$ cat src/rtl/line_buffer_pkg.sv
// line_buffer_pkg: shared state encoding and widths for the line-buffer front end
package line_buffer_pkg;
    localparam int COORD_W       = 12;
    localparam int MIN_WIDTH_DEF = 3;
    localparam int STAT_W        = 16;
    typedef enum logic [1:0] {IDLE, FLUSH, ACTIVE, DONE} state_t;
endpackage

$ cat src/rtl/line_buffer_sequencer_if.sv
// line_buffer_sequencer_if: pixel input stream plus the line-buffer drive bus
// in_valid/in_data: raw pixel stream into the sequencer
// lb_*: reset_n, size, valid, data, x, y, done towards the line buffer
interface line_buffer_sequencer_if
    import line_buffer_pkg::*;
#(
    parameter int N = 8
);
    logic               in_valid;
    logic [N-1:0]       in_data;
    logic               lb_reset_n;
    logic [COORD_W-1:0] lb_size;
    logic               lb_valid;
    logic [N-1:0]       lb_data;
    logic [COORD_W-1:0] lb_x;
    logic [COORD_W-1:0] lb_y;
    logic               lb_done;
    modport master (output in_valid, in_data,
                    input  lb_reset_n, lb_size, lb_valid, lb_data, lb_x, lb_y, lb_done);
    modport slave  (input  in_valid, in_data,
                    output lb_reset_n, lb_size, lb_valid, lb_data, lb_x, lb_y, lb_done);
endinterface

$ cat src/rtl/line_buffer_sequencer_raster_counter.sv
// raster_counter: x/y raster position with width/height wrap and last-pixel flag
// clear_i: return to (0,0); step_i: advance one pixel
// width_i/height_i: frame dimensions; x_o/y_o: current position
// last_o: current position is (width-1, height-1)
module raster_counter #(
    parameter int W = 12
) (
    input  logic         clock,
    input  logic         reset,
    input  logic         clear_i,
    input  logic         step_i,
    input  logic [W-1:0] width_i,
    input  logic [W-1:0] height_i,
    output logic [W-1:0] x_o,
    output logic [W-1:0] y_o,
    output logic         last_o
);
    logic [W-1:0] x_q, y_q;
    logic         wrap;
    assign wrap   = x_q == width_i - W'(1);
    assign last_o = wrap && y_q == height_i - W'(1);
    assign x_o    = x_q;
    assign y_o    = y_q;
    always_ff @(posedge clock or posedge reset) begin
        if (reset) begin
            x_q <= '0;
            y_q <= '0;
        end else if (clear_i) begin
            x_q <= '0;
            y_q <= '0;
        end else if (step_i) begin
            x_q <= wrap ? '0 : x_q + W'(1);
            y_q <= wrap ? y_q + W'(1) : y_q;
        end
    end
endmodule

$ cat src/rtl/line_buffer_sequencer.sv
// line_buffer_sequencer: frame sequencer driving the 2x2 line-buffer window stage
// clock/reset: system clock, async active-high reset
// cfg_width/cfg_height/cfg_load: shadow frame-size load; start: begin next frame
// bus: pixel input and line-buffer outputs; busy/cfg_error/dropped: status
// LINE_BUFFER_SEQ_STATS_EN adds drop_count (saturating) and frame_count (wrapping)
module line_buffer_sequencer
    import line_buffer_pkg::*;
#(
    parameter int N            = 8,
    parameter int FLUSH_CYCLES = 4,
    parameter int MIN_WIDTH    = MIN_WIDTH_DEF
) (
    input  logic               clock,
    input  logic               reset,
    input  logic [COORD_W-1:0] cfg_width,
    input  logic [COORD_W-1:0] cfg_height,
    input  logic               cfg_load,
    input  logic               start,
    line_buffer_sequencer_if.slave bus,
    output logic               busy,
    output logic               cfg_error,
    output logic               dropped
`ifdef LINE_BUFFER_SEQ_STATS_EN
    ,
    output logic [STAT_W-1:0]  drop_count,
    output logic [STAT_W-1:0]  frame_count
`endif
);
    state_t             state_q;
    logic [COORD_W-1:0] sw_q, sh_q, aw_q, ah_q, cnt_q, lx_q, ly_q, x, y;
    logic [N-1:0]       data_q;
    logic               rstn_q, valid_q, done_q, err_q, drop_q;
    logic               last, cfg_ok, accept, discard, clear;
    assign cfg_ok  = cfg_width >= COORD_W'(MIN_WIDTH) && cfg_height >= COORD_W'(2);
    assign accept  = bus.in_valid && state_q == ACTIVE;
    assign discard = bus.in_valid && state_q != ACTIVE;
    assign clear   = state_q == FLUSH && cnt_q == '0;
    raster_counter #(.W(COORD_W)) u_raster (
        .clock    (clock),
        .reset    (reset),
        .clear_i  (clear),
        .step_i   (accept),
        .width_i  (aw_q),
        .height_i (ah_q),
        .x_o      (x),
        .y_o      (y),
        .last_o   (last)
    );
    always_ff @(posedge clock or posedge reset) begin
        if (reset) begin
            state_q <= IDLE;
            sw_q    <= COORD_W'(MIN_WIDTH);
            sh_q    <= COORD_W'(2);
            aw_q    <= COORD_W'(MIN_WIDTH);
            ah_q    <= COORD_W'(2);
            cnt_q   <= '0;
            lx_q    <= '0;
            ly_q    <= '0;
            data_q  <= '0;
            rstn_q  <= 1'b0;
            valid_q <= 1'b0;
            done_q  <= 1'b0;
            err_q   <= 1'b0;
            drop_q  <= 1'b0;
        end else begin
            valid_q <= accept;
            done_q  <= accept && last;
            drop_q  <= discard;
            if (accept) begin
                data_q <= bus.in_data;
                lx_q   <= x;
                ly_q   <= y;
            end
            if (cfg_load) begin
                err_q <= !cfg_ok;
                if (cfg_ok) begin
                    sw_q <= cfg_width;
                    sh_q <= cfg_height;
                end
            end
            case (state_q)
                IDLE: if (start) begin
                    // a legal load in the same cycle bypasses the shadow
                    state_q <= FLUSH;
                    aw_q    <= cfg_load && cfg_ok ? cfg_width : sw_q;
                    ah_q    <= cfg_load && cfg_ok ? cfg_height : sh_q;
                    cnt_q   <= COORD_W'(FLUSH_CYCLES - 1);
                end
                FLUSH: if (cnt_q == '0) begin
                    state_q <= ACTIVE;
                    rstn_q  <= 1'b1;
                end else begin
                    cnt_q <= cnt_q - COORD_W'(1);
                end
                ACTIVE: if (accept && last) begin
                    // two DONE cycles let the line buffer drain its done flag
                    state_q <= DONE;
                    cnt_q   <= COORD_W'(1);
                end
                DONE: if (cnt_q == '0) begin
                    state_q <= IDLE;
                    rstn_q  <= 1'b0;
                end else begin
                    cnt_q <= cnt_q - COORD_W'(1);
                end
            endcase
        end
    end
`ifdef LINE_BUFFER_SEQ_STATS_EN
    logic [STAT_W-1:0] dcnt_q, fcnt_q;
    always_ff @(posedge clock or posedge reset) begin
        if (reset) begin
            dcnt_q <= '0;
            fcnt_q <= '0;
        end else begin
            if (discard && ~&dcnt_q) dcnt_q <= dcnt_q + STAT_W'(1);
            if (accept && last) fcnt_q <= fcnt_q + STAT_W'(1);
        end
    end
    assign drop_count  = dcnt_q;
    assign frame_count = fcnt_q;
`endif
    assign bus.lb_reset_n = rstn_q;
    assign bus.lb_size    = aw_q;
    assign bus.lb_valid   = valid_q;
    assign bus.lb_data    = data_q;
    assign bus.lb_x       = lx_q;
    assign bus.lb_y       = ly_q;
    assign bus.lb_done    = done_q;
    assign busy           = state_q != IDLE;
    assign cfg_error      = err_q;
    assign dropped        = drop_q;
endmodule

$ cat src/flat_wrapper.sv
// flat-port wrapper written by rule: the top's interface ports become plain ports
module line_buffer_sequencer_flat import line_buffer_pkg::*;
#(
    parameter int N            = 8,
    parameter int FLUSH_CYCLES = 4,
    parameter int MIN_WIDTH    = MIN_WIDTH_DEF
)
  (clock, reset, cfg_width, cfg_height, cfg_load, start, busy, cfg_error, dropped, bus_in_valid, bus_in_data, bus_lb_reset_n, bus_lb_size, bus_lb_valid, bus_lb_data, bus_lb_x, bus_lb_y, bus_lb_done);
  line_buffer_sequencer_if #(.N(N)) bus_i ();
  input  logic clock;
  input  logic reset;
  input  logic [COORD_W-1:0] cfg_width;
  input  logic [COORD_W-1:0] cfg_height;
  input  logic cfg_load;
  input  logic start;
  output logic busy;
  output logic cfg_error;
  output logic dropped;
  input wire logic [$bits(bus_i.in_valid)-1:0] bus_in_valid;
  input wire logic [$bits(bus_i.in_data)-1:0] bus_in_data;
  output wire logic [$bits(bus_i.lb_reset_n)-1:0] bus_lb_reset_n;
  output wire logic [$bits(bus_i.lb_size)-1:0] bus_lb_size;
  output wire logic [$bits(bus_i.lb_valid)-1:0] bus_lb_valid;
  output wire logic [$bits(bus_i.lb_data)-1:0] bus_lb_data;
  output wire logic [$bits(bus_i.lb_x)-1:0] bus_lb_x;
  output wire logic [$bits(bus_i.lb_y)-1:0] bus_lb_y;
  output wire logic [$bits(bus_i.lb_done)-1:0] bus_lb_done;
  assign bus_i.in_valid = bus_in_valid;
  assign bus_i.in_data = bus_in_data;
  assign bus_lb_reset_n = bus_i.lb_reset_n;
  assign bus_lb_size = bus_i.lb_size;
  assign bus_lb_valid = bus_i.lb_valid;
  assign bus_lb_data = bus_i.lb_data;
  assign bus_lb_x = bus_i.lb_x;
  assign bus_lb_y = bus_i.lb_y;
  assign bus_lb_done = bus_i.lb_done;
  line_buffer_sequencer #(.N(N), .FLUSH_CYCLES(FLUSH_CYCLES), .MIN_WIDTH(MIN_WIDTH)) u_core (.clock(clock), .reset(reset), .cfg_width(cfg_width), .cfg_height(cfg_height), .cfg_load(cfg_load), .start(start), .bus(bus_i), .busy(busy), .cfg_error(cfg_error), .dropped(dropped));
endmodule
$ cat config.mk
export PLATFORM = sky130hd
export DESIGN_NAME = line_buffer_sequencer_flat
export DESIGN_NICKNAME = d
export VERILOG_FILES = /design/src/rtl/line_buffer_pkg.sv /design/src/rtl/line_buffer_sequencer_if.sv /design/src/rtl/line_buffer_sequencer_raster_counter.sv /design/src/rtl/line_buffer_sequencer.sv /design/src/flat_wrapper.sv
export SDC_FILE = /design/constraint.sdc
export NUM_CORES = 1
export LEC_CHECK = 0
export BUFFER_PORTS_ARGS = -buffer_cell sky130_fd_sc_hd__buf_4
export CORE_UTILIZATION = 45
export CTS_BUF_LIST = sky130_fd_sc_hd__clkbuf_4 sky130_fd_sc_hd__clkbuf_8
export CTS_CLUSTER_SIZE = 40
export DETAILED_ROUTE_END_ITERATION = 16
export PLACE_DENSITY = 0.65
export SYNTH_ARGS = -nofsm -noshare
export SYNTH_HDL_FRONTEND = slang
export SYNTH_HIERARCHICAL = 1
export SYNTH_SLANG_ARGS = --single-unit
$ cat constraint.sdc
create_clock -name clock -period 3.4 [get_ports clock]
set_input_delay 0 -clock clock [delete_from_list [all_inputs] [get_ports clock]]
set_output_delay 0 -clock clock [all_outputs]
set_load 0.03 [all_outputs]
==> key figures, run 1 <==
Clock network
  – Reg clk slew, reported paths: 0.07 ns
  – Root buffer cell: clkbuf_8
  – CTS tree: built
  – CTS max path bufs: 2
  – Later-pin clock latency in the skew report: 0.45 ns
  – CTS sink cnt: 123
  – Total CTS buffers: 17
  – # H-tree levels: 4

Logic synthesis
  – Post-synthesis sequential area ratio: 47.83%
  – EDFF count, synth: 0
  – Share of the synthesized area in the top cell type: 45.38%
  – Synthesized area: 6451 um2
  – Syn_area_per_cell: 9.971 um2
  – Gate Count Post-Synth: 647
  – Synth area leaders: dfrtp_1 45%, mux2_2 5.8%, o21ai_0 3.6%, nand2_1 3.5%, xor2_1 3.1%
  – Leading area contributor after synthesis: dfrtp_1
  – Asr flop ratio synth: 100.0%
  – Ys Warns: 6
  – Yosys cell types: 68
  – #FFs+latches synth: 123
  – Ys flop type: dfrtp_1
  – Syn nets: 693

STA
  – Final Hold Viols: 0
  – Slew @ Worst Pin: 1.111 ns
  – Tcrit/Tclk final: 96.04%
  – Fin worst setup slack: 0.1347 ns
  – Setup Skew: 0.01441 ns
  – Worst hold slack: 0.2370 ns
  – Clock period minus worst slack: 3.265 ns
  – Fmax: 0.3062 GHz
  – Slew Limit Fails: 0
  – Slew Limit Headroom: 25.92%
  – Final setup fails: 0
  – RSZ-0062 raised after global routing: no
  – Total Neg Setup Slack: 0 ns

Worst setup path
  – Crit path max fanout: 7
  – WS Path Type: reg2reg
  – CP most frequent cell: nor4_4
  – Arr. time, crit path: 3.58 ns
  – Setup crit end kind: flip-flop
  – CP Cell Sequence: inv_2 -> ha_2 -> xor2_1 -> o211ai_1 -> nor4_4 -> nand4b_4 -> nor4_4 -> a21bo_2 -> and2_1 -> o21a_1 -> mux2_4
  – Critical path's largest stage delay: 0.62 ns
  – Crit path required time: 3.72 ns
  – Crit-path slowest cell: dfstp_2
  – CP Launch Type: flip-flop

Floorplanning
  – Die Ht: 121.7 um
  – Ports: 87
  – CORE AREA: 13,930 um2
  – # rows: 43
  – Die area: 14,820 um2
  – Width of the die: 121.7 um
  – Initial Utilization: 46.30%

Global routing
  – Grt total ovfl: 0
  – Vias in the first global route: 5,108
  – Initial antenna violation count: 0
  – Global-route wire length before repair: 25,360 um
  – Total Routing Usage GR: 22.02%
  – Largest net degree at the start of global routing: 89

Finish
  – # diodes: 0
  – Area delta synth->final: 24.67%
  – Fin cells: 961
  – Share of layout cells above drive strength 1: 25.74%
  – NumNets Final: 814

Placed design
  – GP Congestion: 0.8698
  – Setup WS pre-CTS: 0.1609 ns
  – Placed cell count: 891
  – Detailed Place HPWL: 10,470 um
  – Port Buffer Count: 86

Drt
  – Routed len/inst: 15.74 um
  – Post-route ant nets: 0
  – Total number of vias: 5,428
  – Post-Route WL: 15,130 um
  – Vias per cell: 5.648
  – DRT Pass-1 Iters: 4
  – Initial DRC Count: 314
  – # DRC: 0

Power
  – PwrDens: 424.2 nW/um2
  – VDD IR max: 0.2526 mV
  – P_leak: 3.716 nW

Min path
  – HP Class: in2reg

Job
  – Number of max-cap violations: 0

Status
  – Status: complete, no violations
-- sequential cells by signal, summed over array words and instances (netlist names), 2 cells and up --
register	count
u_core/bus.lb_y	12
u_core/bus.lb_size	12
u_core/u_raster/y_o	12
u_core/bus.lb_x	12
u_core/ah_q	12
u_core/bus.lb_data	8
u_core/state_q	2
u_core/sh_q	12
u_core/cnt_q	12
u_core/u_raster/x_o	12
u_core/sw_q	12
-- cell usage after synthesis (5+ instances only) --
library cell and instances:
dfrtp_1 117, buf_2 5, nor2_1 45, nand2_1 61, dfstp_2 6, clkbuf_1 15
o21ai_0 46, and2_1 6, mux2_2 33, nor4_1 8, mux2i_1 5, ha_1 9
nand4_1 11, o31ai_1 18, inv_1 18, and3_1 5, or3_1 12, a211oi_1 8
a31oi_1 20, xor2_1 23, a21oi_1 39, or4_1 9, o21ai_1 6, xnor2_1 13
nor3_1 24, nand3_1 19
-- worst paths after layout --
kind	from	to	depth (start not counted)	slack [ns]
worst max-delay path	u_core/bus.lb_size[1]$_DFFE_PP1P_	u_core/state_q[1]$_DFFE_PP0P_	11	0.13
worst min-delay path	start	u_core/cnt_q[4]$_DFFE_PP0P_	5	0.24
worst max register to register	u_core/bus.lb_size[1]$_DFFE_PP1P_	u_core/state_q[1]$_DFFE_PP0P_	11	0.13
worst min register to register	u_core/sw_q[3]$_DFFE_PP0P_	u_core/sw_q[3]$_DFFE_PP0P_	2	0.49
max in group asynchronous	reset	u_core/bus.lb_y[0]$_DFFE_PP0N_	4	2.17
min in group asynchronous	reset	u_core/u_raster/y_o[4]$_DFFE_PP0P_	3	0.34
-- worst max-delay path: cells and delay by family (launching register included) --
kind / cells / cell delay, ns
xor gates and xnor gates: 1 / 0.14
buffers and inverters: 1 / 0.04
muxes: 1 / 0.31
AOI/OAI and AO/OA: 3 / 0.60
DFF: 1 / 0.62
adders and majority gates: 1 / 0.31
and+or+nand+nor: 4 / 1.12
-- layout by cell type, fill, tap and decap left out, types with 5 or more instances in the layout --
master,n
mux2_2,32
dfstp_2,6
ha_1,8
nand4_1,11
o21ai_1,6
buf_4,98
nor4_4,5
nor2_1,45
or3_1,12
xor2_1,22
inv_1,15
dlygate4sd3_1,37
nand2_1,61
a21oi_1,39
mux2i_1,5
xnor2_1,13
o21ai_0,46
and3_1,5
dfrtp_1,117
and2_1,6
a31oi_1,20
nor3_1,24
nand3_1,19
a211oi_1,7
nor4_1,7
clkbuf_8,21
o31ai_1,18
or4_1,9
-- repair_timing --
action | 4_1_cts | 5_1_grt
buffers inserted | 0 | 1
setup endpoints to repair | 0 | 2
resized for setup | 0 | 2
endpoints found under the hold margin | 165 | 0
hold buffers | 37 | 0
-- stage by stage --
stage               util, %  power (mW)  cell area [um2]
global placement      52.13       2.157             7264
detailed placement    52.13       2.174             7264
finish                57.72       3.412             8043
floorplan                 -       1.988             6499
global route          57.72       3.580             8043
CTS                   57.57       3.446             8023
-- layer usage --
metal  share of wire [%]  GRT usage, %
met5                   0             0
met4                 2.0         8.796
met3                 4.6         4.869
met2                  46         32.63
met1                  48         31.19
-- area by class of cell --
cell class | instances | area (um2)
Sequential cell | 123 | 3085
Tap cell | 180 | 225.2
Clock buffer | 22 | 296.5
Clock inverter | 10 | 91.34
Timing Repair Buffer | 135 | 1106
Multi-Input combinational cell | 473 | 3168
Inverter | 18 | 70.07
Fill cell | 1198 | 5892
-- power breakdown --
part	internal, mW	switching, mW
registers	1.57	0.103
logic	0.228	0.282
clock network	0.661	0.570
-- cell families (layout without fill, tap and decap cells) --
logic type                 count (synthesis)  in the layout  synth area share [%]
DFF                                      123            123                 47.83
and+or+nand+nor                          233            233                 20.04
muxes                                     38             38                 6.536
adders and majority gates                  9              9                 1.746
xor gates and xnor gates                  36             36                 4.887
buffers and inverters                     51            185                 3.879
AOI/OAI and AO/OA                        157            157                 15.09
No activity file was read; power rests on OpenSTA's default activity.
==> run 2, diff against run 1 <==
- PLACE_DENSITY: 0.65 -> 0.63
- clock period: 3.4 -> 3.23 ns (I/O delays scaled with it)
==> key figures, run 2 (same netlist as run 1, synthesis figures left out) <==
Status
  – Status: complete, no violations

Global routing
  – Global-route wire length before repair: 25,420 um
  – Largest net degree at the start of global routing: 85
  – Grt total ovfl: 0
  – Vias in the first global route: 5,152
  – Initial antenna violation count: 0
  – Total Routing Usage GR: 21.86%

Worst setup path
  – Setup crit end kind: flip-flop
  – WS Path Type: reg2reg
  – Crit path required time: 3.60 ns
  – Crit path max fanout: 10
  – Reg2Reg Depth: 12
  – Arr. time, crit path: 3.38 ns
  – CP Launch Type: flip-flop

STA
  – Tcrit/Tclk final: 93.18%
  – Setup Skew: 0.01403 ns
  – Slew Limit Fails: 0
  – Slew Limit Headroom: 31.58%
  – Clock period minus worst slack: 3.010 ns
  – RSZ-0062 raised after global routing: no
  – Worst hold slack: 0.2310 ns
  – Final setup fails: 0
  – Final Hold Viols: 0
  – Fmax: 0.3322 GHz
  – Slew @ Worst Pin: 1.026 ns

Finish
  – Fin cells: 967
  – Share of layout cells above drive strength 1: 26.56%
  – NumNets Final: 820
  – Commonest non-fill, non-tap cell in the layout: dfrtp_1
  – Most frequent cells in the layout: 117 x dfrtp_1, 104 x buf_4, 61 x nand2_1, 46 x o21ai_0, 45 x nor2_1
  – Area delta synth->final: 25.72%
  – # diodes: 0

Clock network
  – CTS tree: built
  – CTS sink cnt: 123
  – Later-pin clock latency in the skew report: 0.44 ns
  – Total CTS buffers: 17
  – Root buffer cell: clkbuf_8
  – Reg clk slew, reported paths: 0.07 ns
  – Setup Buffers After CTS: 0
  – # H-tree levels: 4
  – CTS max path bufs: 2

Floorplanning
  – Ports: 87
  – Die Ht: 121.7 um
  – CORE AREA: 13,930 um2
  – Initial Utilization: 46.30%
  – Width of the die: 121.7 um
  – # rows: 43
  – Die area: 14,820 um2

Placed design
  – Detailed Place HPWL: 10,530 um
  – Placed cell count: 898
  – Port Buffer Count: 86
  – GP Congestion: 0.8091

Drt
  – # DRC: 0
  – Initial DRC Count: 247
  – Total number of vias: 5,413
  – Post-route ant nets: 0
  – Post-Route WL: 15,030 um
  – Routed len/inst: 15.54 um
  – DRT Pass-1 Iters: 6
  – Vias per cell: 5.598

Job
  – Number of max-cap violations: 0

Power
  – VDD IR max: 0.2585 mV
  – P_leak: 3.755 nW
  – Final Total Pwr: 3.650 mW
  – PwrDens: 450.0 nW/um2

Min path
  – HP Class: in2reg
  – WHS Path Cells: 5
-- run 2: cell count changes in the layout (fill, tap and decap cells not counted), sizes merged --
| cell | change |
|---|---|
| clkbuf | +2 |
| bufinv | +1 |
| clkinv | -3 |
| buf | +6 |
-- run 2: repair_timing --
item | 4_1_cts | 5_1_grt
hold buffers | 37 | 0
hold endpoints to repair | 159 | 0
resized for setup | 0 | 3
setup endpoints to repair | 0 | 8
-- run 2: final timing paths --
| kind | start | endpoint | slack, ns |
|---|---|---|---|
| max in group asynchronous | reset | u_core/ah_q[5]$_DFFE_PP0P_ | 2.11 |
| setup reg to reg | u_core/bus.lb_size[1]$_DFFE_PP1P_ | u_core/cnt_q[9]$_DFFE_PP0P_ | 0.22 |
| hold / removal | start | u_core/cnt_q[4]$_DFFE_PP0P_ | 0.23 |
| setup / recovery | u_core/bus.lb_size[1]$_DFFE_PP1P_ | u_core/cnt_q[9]$_DFFE_PP0P_ | 0.22 |
| min in group asynchronous | reset | u_core/u_raster/y_o[0]$_DFFE_PP0P_ | 0.33 |
| hold reg to reg | u_core/sw_q[6]$_DFFE_PP0P_ | u_core/sw_q[6]$_DFFE_PP0P_ | 0.49 |
-- run 2: critical path, cell delays in order (launching register included) --
cell	delay [ns]
dfstp_2	0.37
inv_2	0.04
ha_2	0.24
nor3b_1	0.43
nand4_1	0.15
o211ai_1	0.13
a31o_2	0.17
nand4b_4	0.14
nor4_4	0.29
a21bo_2	0.22
nand3_4	0.13
or4_1	0.48
a21oi_1	0.14
-- run 2: cell type report --
cell class	instances	area (um2)
multi-input cells	473	3184
inverters	18	70.07
clock inverters	8	95.09
repair buffers	141	1151
flip-flops and latches	123	3085
fillers	1224	5824
well taps	180	225.2
clock buffers	24	299.0
-- run 2: per-stage QoR --
stage	TNS, ns	cell area, um2	setup slack (ns)	util, %
floorplan	-0.5298	6510	-0.1833	-
global placement	0	7328	0.2680	52.59
detailed placement	0	7328	0.1592	52.59
CTS	0	8093	0.1715	58.08
global route	0	8110	0.02116	58.20
finish	0	8110	0.2202	58.20
-- run 2: routing by layer --
| metal | up-vias | global-route usage, % | wire, um |
|---|---|---|---|
| met5 | - | 0 | 0 |
| met4 | 0 | 7.330 | 244 |
| met3 | 21 | 4.448 | 631 |
| met2 | 132 | 33.06 | 6877 |
| met1 | 2648 | 31.20 | 7278 |
| li1 | 2612 | - | - |
-- run 2: report_power, final --
part | switching, mW | internal, mW
sequential | 0.107 | 1.65
combinational | 0.297 | 0.242
clock | 0.591 | 0.763
==> run 3, diff against run 2 <==
- PLACE_DENSITY: 0.63 -> not set
==> key figures, run 3 (same netlist as run 1, synthesis figures left out) <==
Finish
  – NumNets Final: 823
  – Share of layout cells above drive strength 1: 26.84%
  – Area of the multi-input gates: 3198 um2
  – # diodes: 0
  – Commonest non-fill, non-tap cell in the layout: dfrtp_1
  – Sequential Area: 3085 um2
  – Most frequent cells in the layout: 117 x dfrtp_1, 103 x buf_4, 61 x nand2_1, 46 x o21ai_0, 45 x nor2_1
  – FILL cells: 1,176
  – Final core occ: 58.68%
  – Fin cells: 970
  – Area delta synth->final: 26.75%

Worst setup path
  – Reg2Reg Depth: 11
  – WS Path Type: reg2reg
  – CP Launch Type: flip-flop
  – Setup crit end kind: flip-flop
  – Worst reg-to-reg setup slack: 0.20 ns
  – Arr. time, crit path: 3.40 ns
  – Worst r2r dst: u_core/cnt_q[9]$_DFFE_PP0P_
  – Worst R2R Start: u_core/bus.lb_size[0]$_DFFE_PP1P_
  – Crit path max fanout: 10
  – Crit path required time: 3.59 ns

Floorplanning
  – Die Ht: 121.7 um
  – Ports: 87
  – Initial Utilization: 46.30%
  – # rows: 43
  – Die area: 14,820 um2
  – CORE AREA: 13,930 um2
  – Width of the die: 121.7 um

Drt
  – Post-Route WL: 15,280 um
  – Total number of vias: 5,372
  – Post-route ant nets: 0
  – # DRC: 0
  – Vias per cell: 5.538
  – Routed len/inst: 15.75 um
  – Initial DRC Count: 284
  – DRT Pass-1 Iters: 5

STA
  – Tcrit/Tclk final: 93.91%
  – RSZ-0062 raised after global routing: no
  – Fmax: 0.3297 GHz
  – Setup Skew: 0.006612 ns
  – Slew Limit Headroom: 34.53%
  – Final setup fails: 0
  – Slew @ Worst Pin: 0.9820 ns
  – Slew Limit Fails: 0
  – Clock period minus worst slack: 3.033 ns
  – Final Hold Viols: 0
  – Total Neg Setup Slack: 0 ns
  – Fin worst setup slack: 0.1968 ns

Global routing
  – Top Usage Layer GRT: met1
  – Vias in the first global route: 4,953
  – Initial antenna violation count: 0
  – Grt total ovfl: 0
  – GRT met3 Usage: 4.448%
  – Met1 GRT Util: 33.37%
  – Largest net degree at the start of global routing: 53
  – Total Routing Usage GR: 22.01%
  – Global-route wire length before repair: 25,140 um
  – Grt met2 use: 31.07%

Status
  – Status: complete, no violations

Placed design
  – Setup WS pre-CTS: 0.08485 ns
  – GP Congestion: 0.8461
  – Port Buffer Count: 86
  – Placed cell count: 897
  – Detailed Place HPWL: 10,470 um

Clock network
  – Later-pin clock latency in the skew report: 0.44 ns
  – CTS tree: built
  – CTS max path bufs: 2
  – Reg clk slew, reported paths: 0.07 ns
  – Total CTS buffers: 17
  – Root buffer cell: clkbuf_8
  – # H-tree levels: 4
  – CTS sink cnt: 123

Power
  – P_leak: 3.769 nW
  – Final Total Pwr: 3.679 mW
  – PwrDens: 450.0 nW/um2
  – VDD IR max: 0.2537 mV

Min path
  – HP Class: in2async

Job
  – Number of max-cap violations: 0
[run 3: timing repair]
action | in CTS | in global routing
buffers inserted | 0 | 1
setup endpoints to repair | 0 | 11
hold buffers | 40 | 0
endpoints found under the hold margin | 130 | 0
resized for setup | 0 | 6
[run 3: area by class of cell]
type | count | area share (%)
Multi-Input combinational cell | 473 | 39.11
Tap cell | 180 | 2.754
Inverter | 18 | 0.8569
Clock buffer | 19 | 3.198
Sequential cell | 123 | 37.74
Clock inverter | 13 | 1.744
Timing Repair Buffer | 144 | 14.60
[run 3: metrics by stage]
stage / instance area, um2 / hold slack (ns)
floorplan: 6510 / 0.01462
global placement: 7333 / 0.1234
detailed placement: 7333 / 0.1267
CTS: 8138 / 0.1895
global route: 8177 / 0.2252
finish: 8177 / 0.2003
[run 3: report_power, final]
group / total, mW / switching, mW / internal, mW / leakage (nW)
sequential: 1.76 / 0.107 / 1.65 / 1.60
combinational: 0.547 / 0.301 / 0.246 / 1.98
clock: 1.38 / 0.647 / 0.729 / 0.191
[run 3: critical path, cell delays in order, from the launching register on]
cell      delay, ns
dfstp_2        0.54
inv_2          0.03
ha_2           0.31
xor2_1         0.14
o211ai_1       0.14
nor4_4         0.35
nand4b_4       0.20
nor4_4         0.26
a21bo_2        0.23
nand3_4        0.13
or4_1          0.50
a21oi_1        0.14
[run 3: how the worst max path moves through the flow]
stage / cells past startpoint / startpoint / endpoint / slack (ns)
2_1_floorplan: 16 / u_core/bus.lb_size[0]$_DFFE_PP1P_ / u_core/state_q[1]$_DFFE_PP0P_ / -0.18
3_3_place_gp: 11 / u_core/bus.lb_size[3]$_DFFE_PP0P_ / u_core/cnt_q[6]$_DFFE_PP0P_ / 0.24
3_5_place_dp: 10 / u_core/bus.lb_size[3]$_DFFE_PP0P_ / u_core/cnt_q[9]$_DFFE_PP0P_ / 0.08
4_1_cts: 10 / u_core/bus.lb_size[3]$_DFFE_PP0P_ / u_core/cnt_q[9]$_DFFE_PP0P_ / 0.08
5_1_grt: 11 / u_core/ah_q[2]$_DFFE_PP0P_ / u_core/cnt_q[9]$_DFFE_PP0P_ / 0.003
6_report: 11 / u_core/bus.lb_size[0]$_DFFE_PP1P_ / u_core/cnt_q[9]$_DFFE_PP0P_ / 0.20
[run 3: per-layer routing]
layer | share of wire (%) | wire length [um] | vias to the layer above
met5 | 0 | 0 | -
met1 | 50 | 7687 | 2590
met3 | 4.9 | 756 | 13
li1 | - | - | 2613
met2 | 44 | 6653 | 156
met4 | 1.2 | 182 | 0
